===== src/rtl/regbank_issue_ctrl.sv =====
// Operand-issue / writeback controller for a 2^AW x DW register bank with a pending-write scoreboard.
// Optional same-cycle writeback forwarding is enabled by defining REGBANK_BYPASS_EN.
module regbank_issue_ctrl #(
    parameter int DW = 32,
    parameter int AW = 4
) (
    input  logic                 clk,
    input  logic                 rst_n,
    // decode side
    input  logic                 issue_valid,
    output logic                 issue_ready,
    input  logic                 issue_wr,
    input  logic [AW-1:0]        issue_d,
    input  logic [AW-1:0]        issue_s1,
    input  logic [AW-1:0]        issue_s2,
    // register bank read ports
    output logic [AW-1:0]        bank_s1,
    output logic [AW-1:0]        bank_s2,
    input  logic [DW-1:0]        bank_out1,
    input  logic [DW-1:0]        bank_out2,
    // register bank write port
    output logic                 bank_we,
    output logic [AW-1:0]        bank_d,
    output logic [DW-1:0]        bank_ldr,
    // operand slot toward execute
    output logic                 op_valid,
    input  logic                 op_ready,
    output logic [DW-1:0]        op_a,
    output logic [DW-1:0]        op_b,
    output logic [AW-1:0]        op_d,
    output logic                 op_wr,
    // writeback from execute
    input  logic                 wb_valid,
    output logic                 wb_ready,
    input  logic [AW-1:0]        wb_d,
    input  logic [DW-1:0]        wb_data,
    // scoreboard
    output logic [(2**AW)-1:0]   busy
);

    localparam int NR = 2**AW;

    logic [NR-1:0] busy_q, busy_d;
    logic          op_valid_q, op_valid_d;
    logic [DW-1:0] op_a_q, op_a_d;
    logic [DW-1:0] op_b_q, op_b_d;
    logic [AW-1:0] op_d_q, op_d_d;
    logic          op_wr_q, op_wr_d;

    logic          byp_s1, byp_s2, byp_d;
    logic          hz_s1, hz_s2, hz_d;
    logic          free;
    logic          accept;
    logic [DW-1:0] src_a, src_b;

    // Hazard detection; forwarding turns a matching writeback into a non-hazard.
    always_comb begin
        byp_s1 = 1'b0;
        byp_s2 = 1'b0;
        byp_d  = 1'b0;
`ifdef REGBANK_BYPASS_EN
        byp_s1 = wb_valid && (wb_d == issue_s1);
        byp_s2 = wb_valid && (wb_d == issue_s2);
        byp_d  = wb_valid && (wb_d == issue_d);
`endif
        hz_s1       = busy_q[issue_s1] && !byp_s1;
        hz_s2       = busy_q[issue_s2] && !byp_s2;
        hz_d        = issue_wr && busy_q[issue_d] && !byp_d;
        free        = !op_valid_q || op_ready;
        issue_ready = free && !hz_s1 && !hz_s2 && !hz_d;
        accept      = issue_valid && issue_ready;
        src_a       = byp_s1 ? wb_data : bank_out1;
        src_b       = byp_s2 ? wb_data : bank_out2;
    end

    always_comb begin
        op_valid_d = op_valid_q;
        op_a_d     = op_a_q;
        op_b_d     = op_b_q;
        op_d_d     = op_d_q;
        op_wr_d    = op_wr_q;
        busy_d     = busy_q;

        if (accept) begin
            op_valid_d = 1'b1;
            op_a_d     = src_a;
            op_b_d     = src_b;
            op_d_d     = issue_d;
            op_wr_d    = issue_wr;
        end else if (op_ready && op_valid_q) begin
            op_valid_d = 1'b0;
        end

        // Clear first so a same-cycle set of the same register wins.
        if (wb_valid) begin
            busy_d[wb_d] = 1'b0;
        end
        if (accept && issue_wr) begin
            busy_d[issue_d] = 1'b1;
        end
    end

    always_ff @(posedge clk or negedge rst_n) begin
        if (!rst_n) begin
            busy_q     <= '0;
            op_valid_q <= 1'b0;
            op_a_q     <= '0;
            op_b_q     <= '0;
            op_d_q     <= '0;
            op_wr_q    <= 1'b0;
        end else begin
            busy_q     <= busy_d;
            op_valid_q <= op_valid_d;
            op_a_q     <= op_a_d;
            op_b_q     <= op_b_d;
            op_d_q     <= op_d_d;
            op_wr_q    <= op_wr_d;
        end
    end

    assign bank_s1  = issue_s1;
    assign bank_s2  = issue_s2;
    assign bank_we  = wb_valid;
    assign bank_d   = wb_d;
    assign bank_ldr = wb_data;
    assign wb_ready = 1'b1;

    assign op_valid = op_valid_q;
    assign op_a     = op_a_q;
    assign op_b     = op_b_q;
    assign op_d     = op_d_q;
    assign op_wr    = op_wr_q;
    assign busy     = busy_q;

endmodule


===== config.mk =====
export PLATFORM = sky130hd
export DESIGN_NAME = regbank_issue_ctrl
export DESIGN_NICKNAME = d
export VERILOG_FILES = /design/src/rtl/regbank_issue_ctrl.sv
export SDC_FILE = /design/constraint.sdc
export NUM_CORES = 1
export LEC_CHECK = 0
export CAP_MARGIN = 20
export CORE_ASPECT_RATIO = 0.6
export CORE_MARGIN = 3
export CORE_UTILIZATION = 25
export CTS_CLUSTER_DIAMETER = 150
export DETAILED_ROUTE_END_ITERATION = 12
export PLACE_DENSITY = 0.67
export REMOVE_ABC_BUFFERS = 1
export SLEW_MARGIN = 20
export SYNTH_ARGS = -nofsm -noshare
export SYNTH_HDL_FRONTEND = slang
export SYNTH_SLANG_ARGS = --single-unit

===== constraint.sdc =====
create_clock -name clk -period 2.8 [get_ports clk]
set_input_delay 0.42 -clock clk [delete_from_list [all_inputs] [get_ports clk]]
set_output_delay 0.42 -clock clk [all_outputs]
set_load 0.05 [all_outputs]

# Yosys cells after proc, flatten, opt, wreduce, memory -nomap -nowiden
# Index checks and enable logic that the tools add are counted.
# W data, S select, Z words.
# totals
output_inout_bits,133
inputBits,118
elab_cells,44
register_bits,86
# classes
magnitude_cmp,6
reduce_logical,15
mux,14
bitwise_logic,3
# ops
operator,count
$mux W16,2
$lt A4 B5 Y1 const B,4
$and A16 B16 Y16,1
$not A16 Y16,1
$or A16 B16 Y16,1
$bmux W1 S4,3
$logic_and A1 B1 Y1,9
$demux W1 S4,2
$ge A4 B1 Y1 const B,2
$mux W1,7
$logic_not A1 Y1,4
$reduce_bool A2 Y1,1
$logic_or A1 B1 Y1,1

# Depth between registers and ports, before layout
# depth
ltp_word,9
ltp_mapped,9
mapped_depth_nobuf,6

# Worst setup path after synthesis
# OpenSTA, ideal clock, no wires.
# synth_path
path_kind,reg2out
from,register busy_q[7] (netlist: busy[7])
to,output issue_ready
slack_ps,-829
path_stages_with_launch,6
arrival_time_ps,3209
cell_sequence,dfrtp_1 > mux4_2 > o22ai_1 > nor3_1 > a21o_1 > nor4b_1
# synth_between
elab_chain_len,6
# synth_lines
item,line,text
"start, declared",43,"logic [NR-1:0] busy_q, busy_d;"
"start signal, assigned",112,busy_q <= busy_d;
$bmux W1 S4,66,hz_s1 = busy_q[issue_s1] && !byp_s1;
$mux W1 (not written as such),66,
$logic_not A1 Y1,70,issue_ready = free && !hz_s1 && !hz_s2 && !hz_d;
$logic_and A1 B1 Y1 (2 in series),70,
$logic_and A1 B1 Y1 *,70,
"end, declared",11,"output logic issue_ready,"
# Every way passes the cells marked *; elsewhere a longest branch is shown, timed or not. The select of a mux whose other input is x is not followed.

# Worst setup path in the final report
# layout_path
from,register busy_q[5] (netlist: busy[5])
to,output issue_ready
# Same word-level chain as after synthesis.

==> flow_summary.ini <==
[floorplanning]
rows = 35
die_area_um2 = 18410
ioPinCount = 251
initial_core_util = 0.2644
die_y_um = 106.3
fp.dieW_um = 173.2
core-area_um2 = 15850

[synth]
synthTopCellsByArea = dfrtp_1 (51%), mux2_2 (9.7%), mux2_1 (9.1%), buf_4 (8.6%), mux4_2 (4.8%)
synth.most_common_cell = dfrtp_1
yosysTopAreaCell = dfrtp_1
synth_area_um2 = 4192
yosys_warnings = 0
ys.flop_type = dfrtp_1
synth_cell_types = 33
synthCells = 303
ys_seq_area_frac = 0.5134
synth_edf_count = 0
synthTopCellsByCount = dfrtp_1 (86), buf_4 (48), mux2_2 (36), mux2_1 (34), a41o_1 (16)
ys_seq_elements = 86
synth_top_area_frac = 0.5134
async_flop_share = 1.000
syn_avg_cell_area_um2 = 13.83

[setup_path]
path_delay_family = multiplexers
r2r_slack_ns = 0.22
end_kind = primary output
worstReg2RegStart = busy[5]
cp_max_fo = 5
r2r_cells = 8
worstPathArrival_ns = 2.28
path_buf_inv = 2
critical-path-max-stage-delay_ns = 0.49
path_cells = mux4_2 > o22ai_2 > nor3_1 > a21o_1 > nor4b_2 > buf_4 > buf_12
critical_path_class = reg2out
cp.required_ns = 2.38
r2r_end = op_d[3]
slowest_stage = mux4_2
worstSetupStartpointType = flip-flop

[power]
netSwitchingPower_mw = 3.365
clockPowerShare = 0.162
combPwrFrac = 0.554
switching_share = 0.4643
p_leak_nw = 2.694
ir_drop_uv = 550.5
internal_power_mw = 3.882
power_mw = 7.247
seqPwrFrac = 0.284
pwr_density_cell_nw_per_um2 = 1128

[clocking]
cts_tree = built
cts_buffers = 9
htreeDepth = 3
postCtsHoldBufs = 0
clock_latency_ns = 0.34
clock_path_buffers = 2
clockRootBuffer = clkbuf_16
clkSinkCount = 86
path_clk_slew_ns = 0.07

[run_status]
status = complete, no violations

[finish]
area_delta_synth_final_pct = 53.28
nets = 582
nFillCells = 1498
final_cells = 691
drive_gt1_frac = 0.2154
antenna_cells = 0

[detailed_routing]
wl_per_cell_um = 18.96
viasPerCell = 4.564
drc = 0
drt_iter0_drc = 169
vias = 3154
routed_wirelength_um = 13100
dr.pass1.iters = 4
final_antenna_net_count = 0

[sta]
fin_crit_sh = 0.9637
hold_viol = 0
grt_setup_unrepaired = yes
worst_pin_slew_ns = 0.8145
max_slew_margin = 0.4570
max_freq_ghz = 0.3706
maxSlewViolCount = 0
fin_skew_ns = 0.01093
holdWs_ns = 0.1201
setup-tns-final_ns = 0
finalSetupViolCount = 0
fin_crit_ns = 2.698

[global_route]
grt_overflow = 0
antenna_found_initial = 0
grt_pass1_wl_um = 20460
grt_max_degree = 87
grt_pass1_vias = 3449
grtUsageTotal = 0.1426

[run]
cap_violations = 0

[placement]
place_inst = 673
routabilityCongestion = 0.8154
port_buffers = 185
dp_hpwl_um = 10070

[min_path]
hp-class = in2async
logic make-up (layout without fill, tap and decap cells):
| logic type | count (synthesis) | count (layout) | share of synthesized area |
|---|---|---|---|
| AOI/OAI and AO/OA | 39 | 39 | 0.08179 |
| other | 1 | 1 | 0.0008947 |
| muxes | 84 | 84 | 0.2484 |
| DFF | 86 | 86 | 0.5134 |
| buffers and inverters | 60 | 226 | 0.1051 |
| and+or+nand+nor | 33 | 33 | 0.05045 |
through the flow:
step	setup WS [ns]	util	area (um2)
after floorplan	-1.931	-	3751
after global placement	-0.2884	0.3842	6091
after detailed placement	-0.3841	0.3842	6091
after CTS	0.02006	0.4036	6399
after global routing	-0.01633	0.4053	6425
final	0.1015	0.4053	6425
layout make-up:
class                      count  area [um2]  share of cell area
sequential                    86        2157              0.3357
clock buffer                   9       225.2             0.03505
timing repair buffer         210        2082              0.3241
multi-input combinational    157        1619              0.2520
tap                          222       277.8             0.04323
clock inverter                 7       63.81            0.009932
per-layer routing:
layer	global-route usage	vias up	wire, um
li1	-	1396	-
met1	0.1926	1548	6013
met2	0.1952	199	5297
met3	0.08458	11	1718
met4	0.02659	0	73
met5	0.008333	-	0
worst max-delay path by stage:
| stage | slack [ns] | endpoint | depth (start not counted) | start |
|---|---|---|---|---|
| after floorplan | -1.93 | op_a[15] | 6 | busy[7] |
| after global placement | -0.29 | op_d[3] | 9 | issue_s2[1] |
| after detailed placement | -0.38 | op_a[17] | 9 | issue_s2[1] |
| after CTS | 0.02 | issue_ready | 7 | busy[4] |
| after global routing | -0.02 | issue_ready | 7 | busy[5] |
| final | 0.10 | issue_ready | 7 | busy[5] |
sequential cells by signal, summed over array words and instances (netlist names):
| name | flops |
|---|---|
| op_a | 32 |
| op_b | 32 |
| busy | 16 |
| op_d | 4 |
| op_valid | 1 |
| op_wr | 1 |
placed cells by master (no fill, tap or decap), types with 2 or more instances in the layout:
cell type | netlist | layout
clkdlybuf4s50_1 | 0 | 175
dfrtp_1 | 86 | 82
mux2_2 | 36 | 36
mux2_1 | 34 | 34
buf_4 | 48 | 24
a41o_1 | 16 | 16
o21a_1 | 12 | 12
mux4_2 | 9 | 9
clkbuf_16 | 0 | 9
nor2b_1 | 7 | 7
nand2b_1 | 5 | 5
mux2i_1 | 5 | 5
nand3_1 | 4 | 4
nand2_1 | 4 | 4
o31a_1 | 4 | 4
dfrtp_2 | 0 | 4
dlygate4sd2_1 | 0 | 4
buf_12 | 0 | 4
nand3b_1 | 3 | 3
inv_6 | 0 | 3
and2_1 | 2 | 2
nor2_1 | 2 | 2
clkinvlp_4 | 0 | 2
inv_8 | 0 | 2
buf_6 | 4 | 2
timing repair:
| action | CTS | global route |
|---|---|---|
| endpoints found under the setup margin | 33 | 1 |
| pin swaps | 1 | 1 |
| buffers inserted | 0 | 2 |
| gates resized for setup | 9 | 5 |
power groups by stage:
stage	registers, mW	logic (mW)	clock network [mW]
floorplan	3.80	0.692	0
global placement	2.05	3.99	0
detailed placement	2.08	4.03	0
CTS	2.06	4.04	1.24
global route	2.13	4.17	1.30
finish	2.06	4.01	1.17
Note: power is estimated with default switching activity, not from simulation.
